===== src/rtl/hazard_sb.sv =====
// Pipeline hazard unit with multi-stage forwarding, long-latency scoreboard
// and deferred exception flush while the memory interface is stalling.
module hazard_sb #(
   parameter int unsigned REG_W      = 5,
   parameter int unsigned NREG       = 32,
   parameter int unsigned FWD_STAGES = 2,
   parameter int unsigned SEL_W      = 2,
   parameter logic [31:0] EXC_VECTOR = 32'hBFC00380,
   parameter logic [31:0] ERET_CODE  = 32'h0000000E
) (
   input  logic                           clk,
   input  logic                           rst,
   input  logic [REG_W-1:0]               rsD,
   input  logic [REG_W-1:0]               rtD,
   input  logic [REG_W-1:0]               wregD,
   input  logic                           branchD,
   input  logic                           jrD,
   input  logic                           longopD,
   input  logic [REG_W-1:0]               rsE,
   input  logic [REG_W-1:0]               rtE,
   input  logic [REG_W-1:0]               writeregE,
   input  logic                           regwriteE,
   input  logic                           memtoregE,
   input  logic                           issueE,
   input  logic [FWD_STAGES*REG_W-1:0]    writereg_stg,
   input  logic [FWD_STAGES-1:0]          regwrite_stg,
   input  logic                           memtoregM,
   input  logic                           wb_long_valid,
   input  logic [REG_W-1:0]               wb_long_reg,
   input  logic                           mem_stall,
   input  logic [31:0]                    excepttypeM,
   input  logic [31:0]                    epc_o,
   output logic                           forwardaD,
   output logic                           forwardbD,
   output logic [SEL_W-1:0]               forwardaE,
   output logic [SEL_W-1:0]               forwardbE,
   output logic                           stallF,
   output logic                           stallD,
   output logic                           stallE,
   output logic                           stallM,
   output logic                           stallW,
   output logic                           flushF,
   output logic                           flushD,
   output logic                           flushE,
   output logic                           flushM,
   output logic                           flushW,
   output logic                           flush_except,
   output logic [31:0]                    pcnewM,
   output logic [NREG-1:0]                sb_busy
);

   typedef enum logic {
      RUN  = 1'b0,
      PEND = 1'b1
   } state_e;

   state_e            state_q, state_d;
   logic [31:0]       pc_q, pc_d;
   logic [NREG-1:0]   sb_q, sb_d;

   logic              exc;
   logic [31:0]       pc_sel;
   logic              exc_flush;
   logic [31:0]       exc_pc;

   logic [REG_W-1:0]  dst0;
   logic              rs_e_hit, rt_e_hit;
   logic              rs_m_hit, rt_m_hit;
   logic              lw_hzd, br_hzd, jr_hzd, sb_hzd, hzd;
   logic [4:0]        stall_v, flush_v;

   assign dst0   = writereg_stg[REG_W-1:0];
   assign exc    = |excepttypeM;
   assign pc_sel = (excepttypeM == ERET_CODE) ? epc_o : EXC_VECTOR;

   // Execute-stage forwarding: lowest-index (youngest) matching stage wins.
   always_comb begin
      forwardaE = '0;
      forwardbE = '0;
      for (int k = FWD_STAGES - 1; k >= 0; k--) begin
         if (regwrite_stg[k] && rsE != '0 &&
             writereg_stg[k*REG_W +: REG_W] == rsE)
            forwardaE = SEL_W'(k + 1);
         if (regwrite_stg[k] && rtE != '0 &&
             writereg_stg[k*REG_W +: REG_W] == rtE)
            forwardbE = SEL_W'(k + 1);
      end
   end

   // Decode-stage forwarding of the M result into the branch comparator.
   always_comb begin
      forwardaD = regwrite_stg[0] && rsD != '0 && rsD == dst0;
      forwardbD = regwrite_stg[0] && rtD != '0 && rtD == dst0;
   end

   // Hazard terms; register 0 never matches.
   always_comb begin
      rs_e_hit = rsD != '0 && rsD == writeregE;
      rt_e_hit = rtD != '0 && rtD == writeregE;
      rs_m_hit = rsD != '0 && rsD == dst0;
      rt_m_hit = rtD != '0 && rtD == dst0;
      lw_hzd = memtoregE && (rs_e_hit || rt_e_hit);
      br_hzd = branchD &&
               ((regwriteE && (rs_e_hit || rt_e_hit)) ||
                (memtoregM && (rs_m_hit || rt_m_hit)));
      jr_hzd = jrD &&
               ((regwriteE && rs_e_hit) || (memtoregM && rs_m_hit));
      sb_hzd = sb_q[rsD] || sb_q[rtD] || (longopD && sb_q[wregD]);
      hzd    = lw_hzd || br_hzd || jr_hzd || sb_hzd;
   end

   // Exception FSM: flush at once, or defer until mem_stall drops.
   always_comb begin
      state_d   = state_q;
      pc_d      = pc_q;
      exc_flush = 1'b0;
      exc_pc    = '0;
      unique case (state_q)
         RUN: begin
            if (exc && mem_stall) begin
               state_d = PEND;
               pc_d    = pc_sel;
            end else if (exc) begin
               exc_flush = 1'b1;
               exc_pc    = pc_sel;
            end
         end
         PEND: begin
            if (!mem_stall) begin
               exc_flush = 1'b1;
               exc_pc    = pc_q;
               state_d   = RUN;
            end
         end
         default: state_d = RUN;
      endcase
      if (rst) begin
         exc_flush = 1'b0;
         exc_pc    = '0;
      end
   end

   // Scoreboard next state: an issue overrides a same-cycle completion.
   always_comb begin
      sb_d = sb_q;
      if (wb_long_valid)
         sb_d[wb_long_reg] = 1'b0;
      if (issueE && !exc_flush && writeregE != '0)
         sb_d[writeregE] = 1'b1;
      sb_d[0] = 1'b0;
   end

   // Stall/flush resolution in priority order.
   always_comb begin
      stall_v = 5'b00000;
      flush_v = 5'b00000;
      priority case (1'b1)
         rst: begin
            stall_v = 5'b00000;
         end
         exc_flush: begin
            flush_v = 5'b11111;
         end
         (mem_stall || state_q == PEND): begin
            stall_v = 5'b11111;
         end
         hzd: begin
            stall_v = 5'b11000;
            flush_v = 5'b00100;
         end
         default: begin
            stall_v = 5'b00000;
         end
      endcase
   end

   // State, latched redirect PC and scoreboard registers.
   always_ff @(posedge clk) begin
      if (rst) begin
         state_q <= RUN;
         pc_q    <= '0;
         sb_q    <= '0;
      end else begin
         state_q <= state_d;
         pc_q    <= pc_d;
         sb_q    <= sb_d;
      end
   end

   assign {stallF, stallD, stallE, stallM, stallW} = stall_v;
   assign {flushF, flushD, flushE, flushM, flushW} = flush_v;
   assign flush_except = exc_flush;
   assign pcnewM       = exc_pc;
   assign sb_busy      = sb_q;

endmodule


===== config.mk =====
export PLATFORM = sky130hd
export DESIGN_NAME = hazard_sb
export DESIGN_NICKNAME = d
export VERILOG_FILES = /design/src/rtl/hazard_sb.sv
export SDC_FILE = /design/constraint.sdc
export NUM_CORES = 1
export LEC_CHECK = 0
export ABC_AREA = 1
export ABC_CLOCK_PERIOD_IN_PS = 1700
export CAP_MARGIN = 20
export CORE_ASPECT_RATIO = 0.6
export CORE_MARGIN = 2
export CORE_UTILIZATION = 45
export DETAILED_ROUTE_END_ITERATION = 8
export PLACE_DENSITY_LB_ADDON = 0.2
export SLEW_MARGIN = 15
export SYNTH_ARGS = -nofsm -noshare
export SYNTH_HDL_FRONTEND = slang
export SYNTH_SLANG_ARGS = --single-unit

===== constraint.sdc =====
create_clock -name clk -period 1.7 [get_ports clk]
set_input_delay 0.17 -clock clk [delete_from_list [all_inputs] [get_ports clk]]
set_output_delay 0.17 -clock clk [all_outputs]
set_load 0.01 [all_outputs]

==> summary.md <==
| Metric | Value |
|---|---|
| Status | `complete, but fails checks` |
| Violated checks | `setup timing` |
| Leak Pwr | `4.137 nW` |
| Placed wire-length estimate after detailed placement | `15970 microns` |
| Top cells by area in the synthesized netlist | `sky130_fd_sc_hd__dfxtp_1, sky130_fd_sc_hd__a21oi_1, sky130_fd_sc_hd__nand3_1, sky130_fd_sc_hd__nand2_1, sky130_fd_sc_hd__nor2_1` |
| Starting DRC count in detailed routing | `1227` |
| Die Outline Area | `12360 sq um` |
| Fraction of the yosys area taken by sequential cells | `24.84%` |
| Aggregate global routing overflow | `0` |
| Initial Utilization | `45.96%` |
| Clock tree from TritonCTS | `yes` |
| Worst relative slew slack | `49.65%` |
| Simple-gate share of the synthesized area | `36.14%` |
| Classification of the worst setup path | `reg2out` |
| Most numerous cell in the Yosys netlist | `sky130_fd_sc_hd__nand2_1` |
| Worst hold path depth | `3` |
| Insertion delay to the later sink of the worst-skew pair | `340 ps` |
| Std-Cell Rows | `30` |
| Number of buffers created by CTS | `9` |
| Clock root buffer master | `sky130_fd_sc_hd__clkbuf_16` |
| Cell depth of the worst flop-to-flop path | `6` |
| CTS clock-pin slew for the worst setup and hold paths | `50 ps` |
| Minimum setup slack among reg-to-reg paths | `140 ps` |
| Via density | `6.038` |
| Number of detailed-route iterations in the first pass | `6` |
| Final core area utilization | `82.63%` |
| CTS Hold Bufs | `0` |
| XOR/XNOR share of the synthesized area | `4.754%` |
| Worst-margin pin slew | `749.5 ps` |
| Core ar. | `11220 sq um` |
| Pin count of the biggest net entering global routing | `37` |
| Power density cells | `553.0 nW/um^2` |
| Element type at the critical path end | `output port` |
| Synth Area in Compound Gates | `22.48%` |
| Dominant combinational cell family by area after synthesis | `simple AND/OR/NAND/NOR gates` |
| Mean cell area of the mapped netlist | `6.069 sq um` |
| Flop and latch count out of synthesis | `64` |
| Share of synthesized area spent on multiplexers | `0%` |
| GR Util All Layers | `39.28%` |
| Die H | `86.94 microns` |
| Setup violations, final | `38` |
| Synth Net Count | `972` |
| DRC errors left | `0` |
| Depth of the CTS H-tree | `3` |
| Area taken by multi-input logic gates | `3816 sq um` |
| Area Growth Syn to Fin | `79.77%` |
| Max-slew violations | `0` |
| Count of boundary I/O pins | `203` |
| Average wire per cell in the routed design | `20.08 microns` |
| Total via count after detailed routing | `7952` |
| Library cell occupying the most area in the post-synthesis netlist | `sky130_fd_sc_hd__dfxtp_1` |
| CTS max path bufs | `2` |
| Final clock period utilization by the worst path | `122.5%` |
| Wire length of the first global-routing pass | `38070 microns` |
| Number of hold-slack violations in the final timing report | `0` |
| Port Buf Inserts | `201` |
| Antenna viol nets, final | `0` |
| # diodes | `0` |
| Die Span X | `142.2 microns` |
| Syn. warnings | `0` |
| Largest clock skew in the final design | `8.261 ps` |
| Share of post-route cells with drive strength above 1 | `36.57%` |
| Max cap viols | `0` |
| Fmax | `480.4 MHz` |
| Final Total Pwr | `5.129 mW` |
| Critical Path Fanout Max | `3` |
| Placer Congestion | `1.041` |
| Unrepaired setup endpoints after global routing | `true` |
| Leading cell types by count after synthesis | `sky130_fd_sc_hd__nand2_1, sky130_fd_sc_hd__a21oi_1, sky130_fd_sc_hd__nor2_1` |
| Worst supply voltage drop on vdd | `0.0005644 V` |
| Fraction of registers with async set/reset | `0%` |
| Adder and majority gate portion of the synthesized area | `0%` |
| Worst path required time | `1530 ps` |
| Antenna violations before repair | `0` |
| Number of global-route vias before repair | `7338` |
| Most frequently used flop master after synthesis | `sky130_fd_sc_hd__dfxtp_1` |
| EDFF count, synth | `0` |
| Post-layout minimum cycle time | `2082 ps` |
| Area taken by flip-flops and latches | `1295 sq um` |
| Fill cell total of the finished layout | `751` |
| Worst Slack Setup Final | `-381.7 ps` |
| Area share of the largest cell type after synthesis | `24.84%` |
| Hold/Removal Path Class | `in2reg` |
| Nets | `1291` |
| Cells after synthesis | `850` |
| Number of distinct library cells after synthesis | `37` |
| Detailed Route WL | `26440 microns` |
| Clock net sink count | `64` |
| Cell area after synthesis | `5159 sq um` |
| Data arrival time of the worst path | `1910 ps` |
| Launching element type of the critical path | `flop` |
layout make-up:
type | count | area share [%]
Multi-Input combinational cell | 657 | 41.15
Timing Repair Buffer | 369 | 36.79
Sequential cell | 64 | 13.96
Clock buffer | 11 | 2.617
Clock inverter | 4 | 0.4857
Inverter | 68 | 3.049
Tap cell | 144 | 1.943
where the power goes:
part / leakage (nW) / internal, mW / switching, mW / total (mW)
clock network: 0.145 / 1.16 / 0.712 / 1.87
logic: 3.46 / 0.780 / 0.871 / 1.65
registers: 0.528 / 1.56 / 0.0458 / 1.61
total: 4.14 / 3.50 / 1.63 / 5.13
flip-flops by register name, summed over array words and instances (netlist names):
signal / flops
pc_q: 32
sb_busy: 31
state_q: 1
layer usage:
layer	up-vias	routed length [microns]	global-route usage, %
li1	3517	-	-
met5	-	0	0
met2	709	11130	59.77
met1	3580	10420	53.76
met4	0	1214	13.27
met3	146	3677	11.05
worst max-delay path, cell delays in order, from the launching register on:
cell and delay [ps]:
sky130_fd_sc_hd__dfxtp_1 320, sky130_fd_sc_hd__inv_1 170, sky130_fd_sc_hd__nand2_1 80, sky130_fd_sc_hd__nand3_1 70, sky130_fd_sc_hd__nand3_1 70, sky130_fd_sc_hd__nand3_1 90, sky130_fd_sc_hd__nand3_1 90, sky130_fd_sc_hd__nand2_1 110
sky130_fd_sc_hd__nand2_1 70, sky130_fd_sc_hd__nor2_2 120, sky130_fd_sc_hd__nand2_2 110, sky130_fd_sc_hd__nand2_2 90, sky130_fd_sc_hd__nand2_2 60, sky130_fd_sc_hd__buf_2 140
kinds of logic (layout without fill, tap and decap cells):
group / Yosys count / count (layout)
buf+inv: 129 / 452
compound gates: 220 / 220
simple gates: 408 / 408
flops: 64 / 64
other cells: 1 / 1
xor+xnor: 28 / 28
stage by stage:
stage / TNS, ps / instances / hold slack, ps / instance area [sq um] / setup WS [ps]
floorplan: 0 / 850 / 314.7 / 5159 / 133.2
global placement: -55220 / 1264 / 486.3 / 8152 / -1009
detailed placement: -57560 / 1264 / 488.4 / 8152 / -1005
CTS: -5589 / 1305 / 329.7 / 8845 / -383.2
global route: -13630 / 1317 / 366.1 / 9274 / -496.3
finish: -6819 / 1317 / 360.3 / 9274 / -381.7
what timing repair did:
item                                    CTS  global route
endpoints found under the hold margin     0             0
cloned                                    6             3
pin swaps                                46            56
setup buffers                            20            15
endpoints found under the setup margin   81           113
resized for setup                       442           129
placed cells by master, fill, tap and decap left out, types with 12 or more instances in the layout:
master,synthesis,routed
sky130_fd_sc_hd__a21oi_2,0,26
sky130_fd_sc_hd__clkbuf_2,1,16
sky130_fd_sc_hd__nor2_1,104,84
sky130_fd_sc_hd__buf_12,0,17
sky130_fd_sc_hd__clkbuf_16,0,12
sky130_fd_sc_hd__inv_1,61,42
sky130_fd_sc_hd__buf_6,7,38
sky130_fd_sc_hd__buf_4,11,119
sky130_fd_sc_hd__buf_2,19,51
sky130_fd_sc_hd__o21ai_1,1,13
sky130_fd_sc_hd__a21oi_1,115,88
sky130_fd_sc_hd__xor2_1,15,15
sky130_fd_sc_hd__inv_2,3,20
sky130_fd_sc_hd__clkdlybuf4s50_1,0,86
sky130_fd_sc_hd__nor3_1,44,38
sky130_fd_sc_hd__nor2_2,2,12
sky130_fd_sc_hd__o21ai_0,72,55
sky130_fd_sc_hd__nor3_2,13,18
sky130_fd_sc_hd__nand2_1,124,116
sky130_fd_sc_hd__dlygate4sd2_1,0,22
sky130_fd_sc_hd__nand3_1,97,89
sky130_fd_sc_hd__dfxtp_1,64,55
worst paths after layout:
kind                           from                     to
max          sb_busy[10]$_SDFF_PP0_                 stallD
min                             rst  pc_q[30]$_SDFFE_PP0P_
max reg2reg      state_q$_SDFF_PP0_  pc_q[29]$_SDFFE_PP0P_
min reg2reg   pc_q[17]$_SDFFE_PP0P_  pc_q[17]$_SDFFE_PP0P_
Note: power is estimated with default switching activity, not from simulation.
